## config.mk

```make
export PLATFORM = sky130hd
export DESIGN_NAME = chan_scan_mux
export DESIGN_NICKNAME = d
export VERILOG_FILES = /design/src/rtl/chan_scan_mux_pkg.sv /design/src/rtl/chan_scan_mux_scan_ptr.sv /design/src/rtl/chan_scan_mux.sv
export SDC_FILE = /design/constraint.sdc
export NUM_CORES = 1
export LEC_CHECK = 0
export ABC_AREA = 1
export BUFFER_PORTS_ARGS = -buffer_cell sky130_fd_sc_hd__buf_4
export CORE_MARGIN = 8
export CORE_UTILIZATION = 35
export CTS_BUF_LIST = sky130_fd_sc_hd__clkbuf_16
export CTS_CLUSTER_DIAMETER = 50
export DETAILED_ROUTE_END_ITERATION = 8
export GPL_TIMING_DRIVEN = 0
export PLACE_DENSITY_LB_ADDON = 0.1
export SLEW_MARGIN = 20
export SYNTH_ARGS = -nofsm -noshare
export SYNTH_HDL_FRONTEND = slang
export SYNTH_SLANG_ARGS = --single-unit
```

## constraint.sdc

```tcl
create_clock -name clk -period 4 [get_ports clk]
set_input_delay 0.2 -clock clk [delete_from_list [all_inputs] [get_ports clk]]
set_output_delay 0.2 -clock clk [all_outputs]
set_load 0.05 [all_outputs]
```

## src/rtl/chan_scan_mux_pkg.sv

```systemverilog
// chan_scan_mux shared types
// FSM state encoding and mode constants
package chan_scan_mux_pkg;

    typedef enum logic [1:0] {
        IDLE,
        MAN,
        SCAN,
        WAIT
    } state_t;

    localparam logic MODE_MANUAL = 1'b0;
    localparam logic MODE_SCAN   = 1'b1;

endpackage

```

## src/rtl/chan_scan_mux_scan_ptr.sv

```systemverilog
// chan_scan_mux scan pointer
// Wrapping channel pointer plus saturating dwell counter
module scan_ptr
    import chan_scan_mux_pkg::*;
#(
    parameter int CH    = 8,
    parameter int DWELL = 1,
    localparam int SELW = $clog2(CH)
) (
    input  logic            clk,
    input  logic            rst,
    input  logic            clr,
    input  logic            adv,
    output logic [SELW-1:0] ptr,
    output logic            last,
    output logic            dwell_done
);

    logic [7:0] cnt;

    assign last       = (ptr == SELW'(CH - 1));
    assign dwell_done = (32'(cnt) + 32'd1) >= 32'(DWELL);

    // Pointer: cleared on scan entry, steps (and wraps) on each scan load
    always_ff @(posedge clk or posedge rst) begin
        if (rst) begin
            ptr <= '0;
        end else if (clr) begin
            ptr <= '0;
        end else if (adv) begin
            ptr <= last ? '0 : ptr + 1'b1;
        end
    end

    // Dwell counter restarts at every load and free-runs otherwise
    always_ff @(posedge clk or posedge rst) begin
        if (rst) begin
            cnt <= '0;
        end else if (clr || adv) begin
            cnt <= '0;
        end else if (cnt != 8'hFF) begin
            cnt <= cnt + 8'd1;
        end
    end

endmodule

```

## src/rtl/chan_scan_mux.sv

```systemverilog
// chan_scan_mux: registered CH:1 channel mux, manual or scan select
// Optional q_par output when CHAN_SCAN_MUX_PARITY_EN is defined
module chan_scan_mux
    import chan_scan_mux_pkg::*;
#(
    parameter int CH    = 8,
    parameter int W     = 8,
    parameter int DWELL = 1,
    localparam int SELW = $clog2(CH)
) (
    input  logic            clk,
    input  logic            rst,
    input  logic            en,
    input  logic            mode,
    input  logic [SELW-1:0] sel_in,
    input  logic [CH*W-1:0] d,
    output logic [W-1:0]    q,
    output logic [SELW-1:0] q_sel,
    output logic            q_valid,
    input  logic            q_ready,
    output logic            sel_err,
    output logic            scan_done
`ifdef CHAN_SCAN_MUX_PARITY_EN
    ,
    output logic            q_par
`endif
);

    state_t state, nxt;

    logic [SELW-1:0] ptr;
    logic            last;
    logic            dwell_done;
    logic            gate;
    logic            load;
    logic            clr;
    logic            adv;
    logic [SELW-1:0] lsel;
    logic            lerr;
    logic [W-1:0]    ldat;

    scan_ptr #(
        .CH    (CH),
        .DWELL (DWELL)
    ) u_ptr (
        .clk        (clk),
        .rst        (rst),
        .clr        (clr),
        .adv        (adv),
        .ptr        (ptr),
        .last       (last),
        .dwell_done (dwell_done)
    );

    // Source select and load qualification for the output register
    always_comb begin
        lsel = (state == SCAN) ? ptr : sel_in;
        lerr = (state != SCAN) && (32'(sel_in) >= 32'(CH));
        ldat = '0;
        if (!lerr) begin
            ldat = d[32'(lsel)*W +: W];
        end
        gate = (state == MAN) || (state == SCAN);
        load = en && (!q_valid || q_ready) && gate;
        adv  = load && (state == SCAN);
        clr  = en && (mode == MODE_SCAN)
            && ((state == IDLE) || (state == MAN));
    end

    // Next-state: en low always parks in IDLE; mode picks MAN or SCAN
    always_comb begin
        nxt = state;
        if (!en) begin
            nxt = IDLE;
        end else begin
            unique case (state)
                IDLE, MAN: begin
                    nxt = (mode == MODE_SCAN) ? SCAN : MAN;
                end
                SCAN: begin
                    if (mode == MODE_MANUAL) begin
                        nxt = MAN;
                    end else if (adv && (DWELL > 0)) begin
                        nxt = WAIT;
                    end
                end
                WAIT: begin
                    if (mode == MODE_MANUAL) begin
                        nxt = MAN;
                    end else if (dwell_done) begin
                        nxt = SCAN;
                    end
                end
                default: nxt = IDLE;
            endcase
        end
    end

    // State register
    always_ff @(posedge clk or posedge rst) begin
        if (rst) begin
            state <= IDLE;
        end else begin
            state <= nxt;
        end
    end

    // Output register: load replaces, accept without load empties, else hold
    always_ff @(posedge clk or posedge rst) begin
        if (rst) begin
            q         <= '0;
            q_sel     <= '0;
            q_valid   <= 1'b0;
            sel_err   <= 1'b0;
            scan_done <= 1'b0;
        end else begin
            scan_done <= adv && last;
            if (load) begin
                q       <= ldat;
                q_sel   <= lsel;
                sel_err <= lerr;
                q_valid <= 1'b1;
            end else if (q_valid && q_ready) begin
                q_valid <= 1'b0;
            end
        end
    end

`ifdef CHAN_SCAN_MUX_PARITY_EN
    // Even parity of the loaded word, held alongside q
    always_ff @(posedge clk or posedge rst) begin
        if (rst) begin
            q_par <= 1'b0;
        end else if (load) begin
            q_par <= ^ldat;
        end
    end
`endif

endmodule
```

==> metrics.md, run 1 <==
| Metric | Value |
|---|---|
| Die Y | `89.4 um` |
| Commonest register cell after synthesis | `dfrtp_1` |
| Leakage power | `1.35 nW` |
| Clock sink total | `26` |
| Ys Warns | `0` |
| Syn nets | `353` |
| Max Cap Viol | `0` |
| CTS tree | `yes` |
| Mapped Area | `0.00188 mm2` |
| Classification of the worst setup path | `reg -> reg` |
| VDD IR-drop max | `276 uV` |
| DR iter-0 viols | `110` |
| Slew @ Worst Pin | `0.639 ns` |
| Fin. max-slew vios | `0` |
| Worst Hold Class | `in -> async` |
| Critical path arrival | `2.18 ns` |
| Total grt overflow | `0` |
| Port bufs | `84` |
| CP required | `4.20 ns` |
| Final min period | `1.98 ns` |
| Pwr/cell area | `~480 mW/mm2` |
| Post-synth EDFFs | `0` |
| Run status | `finished clean` |
| Synth Area in XOR/XNOR | `0` |
| Post-CTS setup buffer count | `0` |
| CP Launch Type | `flip-flop` |
| Register bit total from synthesis | `26` |
| Multi-input logic area | `between 0.001 and 0.0015 mm2` |
| Core Box Area | `0.00514 mm2` |
| First-pass GRT wire length | `10100 um` |
| DRT antenna net count | `0` |
| Post-synthesis mux area share | `0` |
| H-tree depth | `1` |
| Worst Skew | `0.00252 ns` |
| Post-Synthesis Cells | `272` |
| Most common cell in the netlist | `nand2_1` |
| Worst skew pair latency | `0.26 ns` |
| Commonest cells post-synth | `nand2_1 (53), nor2_1 (52), dfrtp_1 (26)` |
| Slew headroom | `0.572` |
| Setup_tns | `0 ns` |
| Via count | `~2100` |
| Wirelength per Cell | `14.7 um` |
| Final hold slack | `0.000260 ns` |
| Horiz. Die Dim | `between 80 and 90 um` |
| Routability cong. | `0.818` |
| Nets@finish | `about 440` |
| Initial Utilization | `0.366` |
| Sequential share of the synthesized area | `0.346` |
| RSZ-0062 raised after global routing | `no` |
| Vias in the first global route | `~2100` |
| Post-DP HPWL | `4890 um` |
| Synthesis-to-finish area growth | `43.7%` |
| Post-CTS Resized | `0` |
| Fill count | `548` |
| Max Root-Sink Buffers | `2` |
| Synth async-reset ratio | `1.00` |
| Synth top area share | `0.346` |
| Rows | `26` |
| Synth area leaders | `dfrtp_1 (35%), nand2_1 (11%), nor2_1 (10%), ha_1 (6.0%), o21ai_1 (5.8%)` |
| Adder-cell share of the synthesized area | `0.0598` |
| Share of cells above drive strength 1 | `0.311` |
| GRT Overall Usage | `0.164` |
| Post-synthesis cell type count | `24` |
| CTS root buf | `clkbuf_16` |
| Fmax achieved | `506 MHz` |
| Largest net degree at the start of global routing | `27` |
| Hold Fails Final Rpt | `0` |
| Simple-gate portion of the synthesized area | `0.296` |
| DRC viols | `0` |
| FF/Latch Area | `between 600 and 700 um2` |
| Crit Path Max Fanout | `8` |
| Worst-path clk slew | `approximately 0.07 ns` |
| Largest family of logic cells by synthesized area | `simple AND/OR/NAND/NOR gates` |
| Vias per cell | `4.88` |
| Post-synthesis compound-gate area fraction | `0.203` |
| ANT cells | `0` |
| IO Count | `86` |
| Critical Path End Type | `flip-flop` |
| Synth area leader | `dfrtp_1` |
| Num CTS Buffers | `3` |
| Ratio of final minimum period to clock period | `0.495` |
| DIE AREA | `0.00798 mm2` |
| Drt pass-1 iters | `4` |
| DRT Wirelength | `6310 um` |
| Syn_area_per_cell | `6.92 um2` |
| Hold Buf Count CTS | `0` |
| Initial antenna violation count | `0` |
| Final setup vio count | `0` |
routing by layer:
| layer | GRT usage | wire length [um] | part of all wire |
|---|---|---|---|
| met5 | 0 | 0 | 0 |
| met4 | 0.0408 | 99 | 0.016 |
| met3 | 0.0368 | 337 | 0.053 |
| met2 | 0.291 | 3170 | 0.50 |
| met1 | 0.194 | 2700 | 0.43 |
cells in the final DEF, fill, tap and decap left out, types with 2 or more instances in the layout:
master and n:
a31oi_1 2, clkbuf_16 3, nand4_1 2, ha_1 9, o21ai_1 22, buf_4 91, buf_2 3, nor2_1 52
inv_1 22, inv_2 3, o22ai_1 16, dfrtp_1 26, nand3_1 17, nand2_2 4, o21ai_4 2, nor2_4 2
o21ai_0 19, a21oi_1 5, nand2_1 53
through the flow:
stage | worst slack (ns) | power (mW) | cell area [um2] | util | cells
after detailed placement | 2.03 | 1.00 | 2600 | 0.506 | 426
after floorplan | 2.39 | 0.799 | 1880 | - | 272
after global placement | 2.05 | 0.997 | 2600 | 0.506 | 426
after CTS | 2.01 | 1.30 | 2710 | 0.527 | 430
after global routing | 1.76 | 1.38 | 2710 | 0.527 | 430
final | 2.02 | 1.29 | 2710 | 0.527 | 430
where the power goes:
group | total [mW] | internal [mW] | switching, mW | leakage [nW]
clock network | 0.293 | 0.199 | 0.0942 | 0.0511
logic | 0.596 | 0.219 | 0.377 | 0.965
registers | 0.401 | 0.341 | 0.0598 | 0.331
total | 1.29 | 0.759 | 0.531 | 1.35
registers in the layout (all words and copies together) (netlist names):
signal	flops
q	8
u_ptr.cnt	8
scan_done	1
state	2
u_ptr.ptr	3
q_valid	1
q_sel	3
logic make-up (layout without fill, tap and decap cells):
| family | after synthesis | after routing |
|---|---|---|
| simple gates | 132 | 132 |
| compound gates | 67 | 67 |
| buf+inv | 37 | 125 |
| flops | 26 | 26 |
| fa+ha+maj | 9 | 9 |
| other cells | 1 | 1 |
worst paths after layout:
kind	start	end	depth (start not counted)	slack (ns)
setup / recovery	state[0]	q[3]	8	2.02
hold / removal	rst	u_ptr.cnt[6]	2	0.0003
setup reg to reg	state[0]	q[3]	8	2.02
hold reg to reg	q[7]	q[7]	2	0.50
max in group asynchronous	rst	u_ptr.ptr[0]	2	3.62
min in group clk	q_ready	q_valid	2	0.14
critical path: stages, from the launching register on:
cell and delay, ns:
dfrtp_1 0.41, inv_1 0.08, ha_1 0.28, nand2_1 0.06
nor2_1 0.19, inv_1 0.16, nor2_1 0.52, nand2_1 0.13
nand3_1 0.09
cell type report:
type                    count  area share
clock inverters             1      0.0111
flip-flops and latches     26       0.240
clock buffers               3      0.0277
multi-input cells         209       0.390
inverters                  25      0.0347
plain buffers              12      0.0305
well taps                  70      0.0324
repair buffers             84       0.233
(Power assumes the default switching activity.)
==> run 2: changes to the inputs <==
ABC_AREA = 0   (was 1)
clock period = 1.8 ns   (was 4 ns; I/O delays follow)
==> run 2 against run 1 <==
- the run now ends with setup timing left
- combinational power increased by 130%
- non-clock buffer count increased by 12
- sequential share of layout area decreased by 2.8 points
- largest power group unchanged
- cell count decreased by 5.1%
- register-to-register slack got worse by 2.3 ns
- clock skew about the same
- die area increased by 7.9%
- power increased by 110%
- clock power increased by 63%
- flip-flop and latch count unchanged
- sequential power increased by 100%
- via count about the same
==> metrics.md, run 2 <==
| Metric | Value |
|---|---|
| CP required | `1.95 ns (-2.25 ns)` |
| Worst slack at placement | `-0.549 ns (-2.58 ns)` |
| Run status | `finished with violations` |
| Reg-to-reg startpoint | `state[0]` |
| Most frequent cells in the layout | `buf_4 (92), o21ai_0 (26), nand2_1 (25), dfrtp_1 (25), a21oi_1 (18)` |
| Critical path arrival | `2.20 ns (+0.02 ns)` |
| Port bufs | `83 (-1.2%)` |
| Initial antenna violation count | `0 (unchanged)` |
| Crit Path Max Fanout | `6 (-2)` |
| Fill count | `566 (+3.3%)` |
| Worst skew pair latency | `0.26 ns (about the same)` |
| Initial Utilization | `0.355 (-0.0112)` |
| Register bit total from synthesis | `26 (unchanged)` |
| Hold Fails Final Rpt | `0 (unchanged)` |
| Final hold slack | `0.0916 ns (+0.0913 ns)` |
| Largest net degree at the start of global routing | `27 (unchanged)` |
| Classification of the worst setup path | `reg -> reg` |
| Critical path capture point | `q[1]` |
| Clock sink total | `26 (unchanged)` |
| Ys Warns | `0 (unchanged)` |
| GRT Overall Usage | `0.149 (-0.0150)` |
| Drt pass-1 iters | `4 (unchanged)` |
| Vias in the first global route | `2052 (-1.9%)` |
| Synth area leader | `dfrtp_1` |
| Critical Path, Cell by Cell | `inv_2 > ha_4 > mux2i_4 > buf_12 > mux4_2 > a22o_1 > a21o_1` |
| DRC viols | `0 (unchanged)` |
| Syn nets | `320 (-9.3%)` |
| Setup_tns | `-1.96 ns (-1.96 ns)` |
| Max incr delay on CP | `0.50 ns (-0.02 ns)` |
| Slew headroom | `0.376 (-0.196)` |
| Final min period | `2.05 ns (+0.0689 ns)` |
| Fmax achieved | `489 MHz (-3.4%)` |
| Horiz. Die Dim | `92.8 um (+3.9%)` |
| Post-DP HPWL | `5150 um (+5.4%)` |
| Syn_area_per_cell | `8.64 um2 (+25%)` |
| Commonest non-fill, non-tap cell in the layout | `buf_4` |
| Failing checks | `setup timing` |
| Synth top area share | `0.315 (-0.0306)` |
| Post-synthesis cell type count | `42 (+75%)` |
| Vias per cell | `5.15 (+5.5%)` |
| Commonest cells post-synth | `dfrtp_1 (26), nand2_1 (26), o21ai_0 (26)` |
| Synth async-reset ratio | `1.00 (unchanged)` |
| Synthesis-to-finish area growth | `48.8%` |
| Post-Synthesis Cells | `239 (-12%)` |
| DRT antenna net count | `0 (unchanged)` |
| Post-synth EDFFs | `0 (unchanged)` |
| Die Y | `92.8 um (+3.9%)` |
| IO Count | `86 (unchanged)` |
| Final Power | `2.68 mW (+110%)` |
| DR iter-0 viols | `83 (-25%)` |
| Post-route setup slack | `-0.247 ns (-2.27 ns)` |
| Worst Skew | `0.00300 ns (+0.000476 ns)` |
| CP Launch Point | `state[0]` |
| Max Root-Sink Buffers | `2 (unchanged)` |
| Sequential share of the synthesized area | `0.315 (-0.0306)` |
| Nets@finish | `416 (-5.9%)` |
| Reg2Reg Setup Slack | `-0.25 ns (-2.27 ns)` |
| Critical R2R Capture | `q[1]` |
| Critical Path End Type | `flip-flop` |
| Num CTS Buffers | `3 (unchanged)` |
| CTS root buf | `clkbuf_16` |
| Worst-path clk slew | `0.06 ns (about the same)` |
| Share of cells above drive strength 1 | `0.399 (+0.0883)` |
| VDD IR-drop max | `600 uV (+120%)` |
| Wirelength per Cell | `16.2 um (+10%)` |
| Commonest register cell after synthesis | `dfrtp_1` |
| CP Launch Type | `flip-flop` |
| Leakage power | `1.48 nW (+9.6%)` |
| H-tree depth | `1 (unchanged)` |
| Via count | `2100 (+0.095%)` |
| Slew @ Worst Pin | `0.930 ns (+0.291 ns)` |
| Total grt overflow | `0 (unchanged)` |
| Ratio of final minimum period to clock period | `1.14 (+0.643)` |
| First-pass GRT wire length | `10300 um (+2.0%)` |
| RSZ-0062 raised after global routing | `yes` |
| Synth area leaders | `dfrtp_1 (31%), mux4_2 (8.7%), o21ai_0 (6.3%), ha_1 (5.5%), nand2_1 (4.7%)` |
| Reg2reg path depth | `7 (-1)` |
| Final setup vio count | `9 (+9)` |
| Leading registers by flop count | `q (8), u_ptr.cnt (8)` |
| Routability cong. | `0.846 (+3.5%)` |
| Worst Hold Class | `in -> reg` |
| Mapped Area | `0.00207 mm2 (+9.7%)` |
| CTS tree | `yes` |
| ANT cells | `0 (unchanged)` |
| Fin. max-slew vios | `0 (unchanged)` |
| Pwr/cell area | `873 mW/mm2 (+83%)` |
| Core Box Area | `0.00582 mm2 (+13%)` |
| Rows | `28 (+7.7%)` |
| DIE AREA | `0.00862 mm2 (+7.9%)` |
| DRT Wirelength | `6610 um (+4.7%)` |
| Max Cap Viol | `0 (unchanged)` |
| Slowest CP cell | `mux4_2` |
==> run 2: timing repair <==
action | in CTS | in global routing
gates resized for setup | 8 | 14
endpoints found under the hold margin | 0 | 1
hold buffers | 0 | 1
setup buffers | 7 | 2
setup endpoints to repair | 20 | 22
pin swaps | 0 | 3
==> run 2: area by class of cell <==
type	instances	area [um2]	area share
clock buffer	3	75.1	0.0244
inverter	14	52.6	0.0171
buffer	15	77.6	0.0252
tap	75	93.8	0.0305
sequential	26	652	0.212
timing repair buffer	93	726	0.236
multi-input combinational	182	1400	0.454
==> run 2: where the power goes <==
part	switching [mW]	total (mW)	leakage, nW	internal [mW]
registers	0.0848	0.807	0.335	0.722
clock network	0.185	0.479	0.0370	0.294
logic	0.792	1.40	1.10	0.604
==> run 2: kinds of logic (layout without fill, tap and decap cells) <==
kind of cell,Yosys count,in the layout,synth area share
compound gates,86,86,0.269
simple gates,66,66,0.151
buf+inv,31,125,0.0636
flops,26,26,0.315
mux,14,14,0.119
fa+ha+maj,9,9,0.0545
xor+xnor,6,6,0.0254
other cells,1,1,0.00182
==> run 2: routing by layer <==
| metal | GRT usage | part of all wire | routed length (um) | vias up |
|---|---|---|---|---|
| li1 | - | - | - | 1060 |
| met1 | 0.187 | 0.44 | 2910 | 976 |
| met2 | 0.246 | 0.49 | 3210 | 56 |
| met3 | 0.0388 | 0.057 | 377 | 8 |
| met4 | 0.0430 | 0.016 | 109 | 0 |
| met5 | 0 | 0 | 0 | - |
==> run 2: worst min path at each step <==
stage	slack, ns	depth (start not counted)	to	startpoint
after floorplan	0.13	1	q[0]	rst
after global placement	0.35	2	state[1]	mode
after detailed placement	0.35	2	state[1]	mode
after CTS	0.09	2	state[1]	mode
after global routing	0.1	2	state[0]	en
final	0.09	2	state[1]	mode
==> run 2: through the flow <==
stage               cell area (um2)  instances  utilization
floorplan                      2100        239            -
global placement               2820        397        0.485
detailed placement             2820        397        0.485
CTS                            3010        406        0.518
global route                   3070        408        0.528
finish                         3070        408        0.528
==> run 2: critical path, delay by kind of cell, from the launching register on <==
| family | cells | cell delay, ns |
|---|---|---|
| AOI/OAI and AO/OA | 2 | 0.35 |
| adders and majority gates | 1 | 0.17 |
| buffers and inverters | 2 | 0.25 |
| DFF | 1 | 0.40 |
| muxes | 2 | 0.78 |
==> run 3: changes to the inputs <==
CORE_UTILIZATION = 44   (was 35)
==> run 3 against run 2 <==
- the run still ends with setup timing left
- first-iteration DRC count is 8.4% higher
- design area is 1.6% higher
- combinational power is 3% higher
- routed wire length is 2.2% higher
- via count is 3.6% higher
- register-to-register slack worse by 0.04 ns
- flip-flop and latch count stayed put
==> metrics.md, run 3 (synthesis results as in run 2) <==
| Metric | Value |
|---|---|
| DRC viols | `0 (unchanged)` |
| Clock Power Share | `0.227 (+0.048)` |
| CP Launch Type | `flip-flop` |
| Post-DP HPWL | `5050 um (-1.9%)` |
| Sw Share | `0.385 (-0.0113)` |
| DRT antenna net count | `0 (unchanged)` |
| Critical Path, Cell by Cell | `inv_2 > ha_4 > mux2i_4 > buf_12 > mux4_2 > a22o_1 > a21o_1` |
| Hold Fails Final Rpt | `0 (unchanged)` |
| GRT Overall Usage | `0.188 (+0.0386)` |
| Total grt overflow | `0 (unchanged)` |
| VDD IR-drop max | `694 uV (+16%)` |
| Sequential Power Share | `0.280 (-0.021)` |
| Crit-path leading delay family | `multiplexers` |
| Routability cong. | `0.778 (-8.0%)` |
| Vias per cell | `5.55 (+7.8%)` |
| Final setup vio count | `9 (unchanged)` |
| Final min period | `2.09 ns (+0.0449 ns)` |
| Worst-path clk slew | `0.07 ns (about the same)` |
| Max Root-Sink Buffers | `2 (unchanged)` |
| Die Y | `84.5 um (-8.9%)` |
| Vias in the first global route | `2276 (+11%)` |
| CTS tree | `yes` |
| Via count | `2175 (+3.6%)` |
| Drt pass-1 iters | `4 (unchanged)` |
| Bufs and invs on worst path | `2 (unchanged)` |
| Horiz. Die Dim | `84.5 um (-8.9%)` |
| P_int | `1.80 mW (+11%)` |
| Commonest non-fill, non-tap cell in the layout | `buf_4` |
| Max incr delay on CP | `0.50 ns (about the same)` |
| CP required | `1.95 ns (about the same)` |
| Leading registers by flop count | `q (8), u_ptr.cnt (8)` |
| Slew @ Worst Pin | `0.548 ns (-0.381 ns)` |
| ANT cells | `0 (unchanged)` |
| Crit Path Max Fanout | `6 (unchanged)` |
| Ratio of final minimum period to clock period | `1.16 (+0.0250)` |
| H-tree depth | `1 (unchanged)` |
| Critical path arrival | `2.24 ns (+0.04 ns)` |
| Fmax achieved | `478 MHz (-2.1%)` |
| Initial antenna violation count | `0 (unchanged)` |
| Switching power | `1.13 mW (+6.0%)` |
| Wirelength per Cell | `17.2 um (+6.4%)` |
| DRT Wirelength | `6760 um (+2.2%)` |
| Failing checks | `setup timing` |
| Pwr/cell area | `937 mW/mm2 (+7.4%)` |
| Comb pwr share | `0.493 (-0.028)` |
| Slew headroom | `0.634 (+0.258)` |
| Run status | `finished with violations` |
| Slowest CP cell | `mux4_2` |
| Setup_tns | `-2.14 ns (-0.181 ns)` |
| Largest net degree at the start of global routing | `27 (unchanged)` |
| Synthesis-to-finish area growth | `51.2%` |
| Port bufs | `83 (unchanged)` |
| Final instance area | `0.00312 mm2 (+1.6%)` |
| Worst Hold Class | `in -> reg` |
| Max Cap Viol | `0 (unchanged)` |
| Fill count | `390 (-31%)` |
| DIE AREA | `0.00714 mm2 (-17%)` |
| Post-route setup slack | `-0.292 ns (-0.0449 ns)` |
| Post-DP Area | `0.00280 mm2 (-0.93%)` |
| Rows | `25 (-11%)` |
| CTS root buf | `clkbuf_16` |
| Critical Path End Type | `flip-flop` |
| Worst Skew | `0.0154 ns (+0.0124 ns)` |
| Leakage power | `1.52 nW (+3.1%)` |
| Num CTS Buffers | `3 (unchanged)` |
| First-pass GRT wire length | `10900 um (+5.8%)` |
| Classification of the worst setup path | `reg -> reg` |
| Initial Utilization | `0.446 (+0.0910)` |
| Clock sink total | `26 (unchanged)` |
| Final Power | `2.93 mW (+9.1%)` |
| Worst skew pair latency | `0.27 ns (about the same)` |
| Fin. max-slew vios | `0 (unchanged)` |
| IO Count | `86 (unchanged)` |
| Nets@finish | `420 (+0.96%)` |
| RSZ-0062 raised after global routing | `yes` |
| Most frequent cells in the layout | `buf_4 (96), o21ai_0 (26), dfrtp_1 (26)` |
| Share of cells above drive strength 1 | `0.411 (+0.0118)` |
| Core Box Area | `0.00463 mm2 (-20%)` |
| DR iter-0 viols | `90 (+8.4%)` |
[run 3: cell count changes in the layout (fill, tap and decap cells not counted), sizes merged]
cell / change
buf: +3
bufinv: +1
clkbuf: +1
clkinv: -1
inv: +1
[run 3: layout make-up]
| class | instances | area, um2 | area share |
|---|---|---|---|
| timing repair buffer | 98 | 763 | 0.244 |
| clock inverter | 1 | 30.0 | 0.00962 |
| inverter | 14 | 52.6 | 0.0168 |
| buffer | 14 | 86.3 | 0.0276 |
| multi-input combinational | 182 | 1400 | 0.448 |
| tap | 54 | 67.6 | 0.0216 |
| clock buffer | 3 | 75.1 | 0.0240 |
| sequential | 26 | 651 | 0.208 |
[run 3: metal layers]
layer | GRT usage | vias up | share of wire
li1 | - | 1071 | -
met1 | 0.221 | 1024 | 0.42
met2 | 0.316 | 69 | 0.49
met3 | 0.0507 | 11 | 0.073
met4 | 0.0728 | 0 | 0.022
met5 | 0 | - | 0
[run 3: final timing paths]
| kind | slack, ns | cells after the start | endpoint | startpoint |
|---|---|---|---|---|
| worst max-delay path | -0.29 | 7 | q[6] | state[0] |
| worst min-delay path | 0.08 | 2 | state[0] | en |
| worst max register to register | -0.29 | 7 | q[6] | state[0] |
| worst min register to register | 0.48 | 1 | q_sel[2] | q_sel[2] |
| max in group asynchronous | 1.01 | 3 | u_ptr.cnt[7] | rst |
| min in group asynchronous | 0.42 | 3 | u_ptr.cnt[6] | rst |
[run 3: power groups by stage]
stage          clock (mW)  sequential [mW]  combinational, mW
2_1_floorplan           0             1.12              0.560
3_3_place_gp            0            0.824               1.25
3_5_place_dp            0            0.829               1.27
4_1_cts             0.665            0.812               1.40
5_1_grt             0.684            0.830               1.55
6_report            0.664            0.819               1.44
[run 3: worst reg2reg max path: cells and delay by family, from the launching register on]
family | cells | cell delay [ns]
multiplexers | 2 | 0.82
flip-flops | 1 | 0.40
AO/OA/AOI/OAI | 2 | 0.35
buffers and inverters | 2 | 0.25
adder cells (fa/ha/maj) | 1 | 0.16
[run 3: metrics by stage]
step                hold slack [ns]  setup WS, ns  utilization  cells
CTS                          0.0825        -0.298        0.662    389
global route                 0.0793        -0.329        0.675    392
finish                       0.0808        -0.292        0.675    392
detailed placement            0.362        -0.563        0.604    376
global placement              0.355        -0.520        0.604    376
floorplan                     0.130        -0.319            -    239
[run 3: repair_timing]
action	CTS	global route
hold buffers	0	1
buffers inserted	11	3
pin swaps	2	1
cloned	0	0
gates resized for setup	13	12
hold endpoints to repair	0	26
endpoints found under the setup margin	20	14
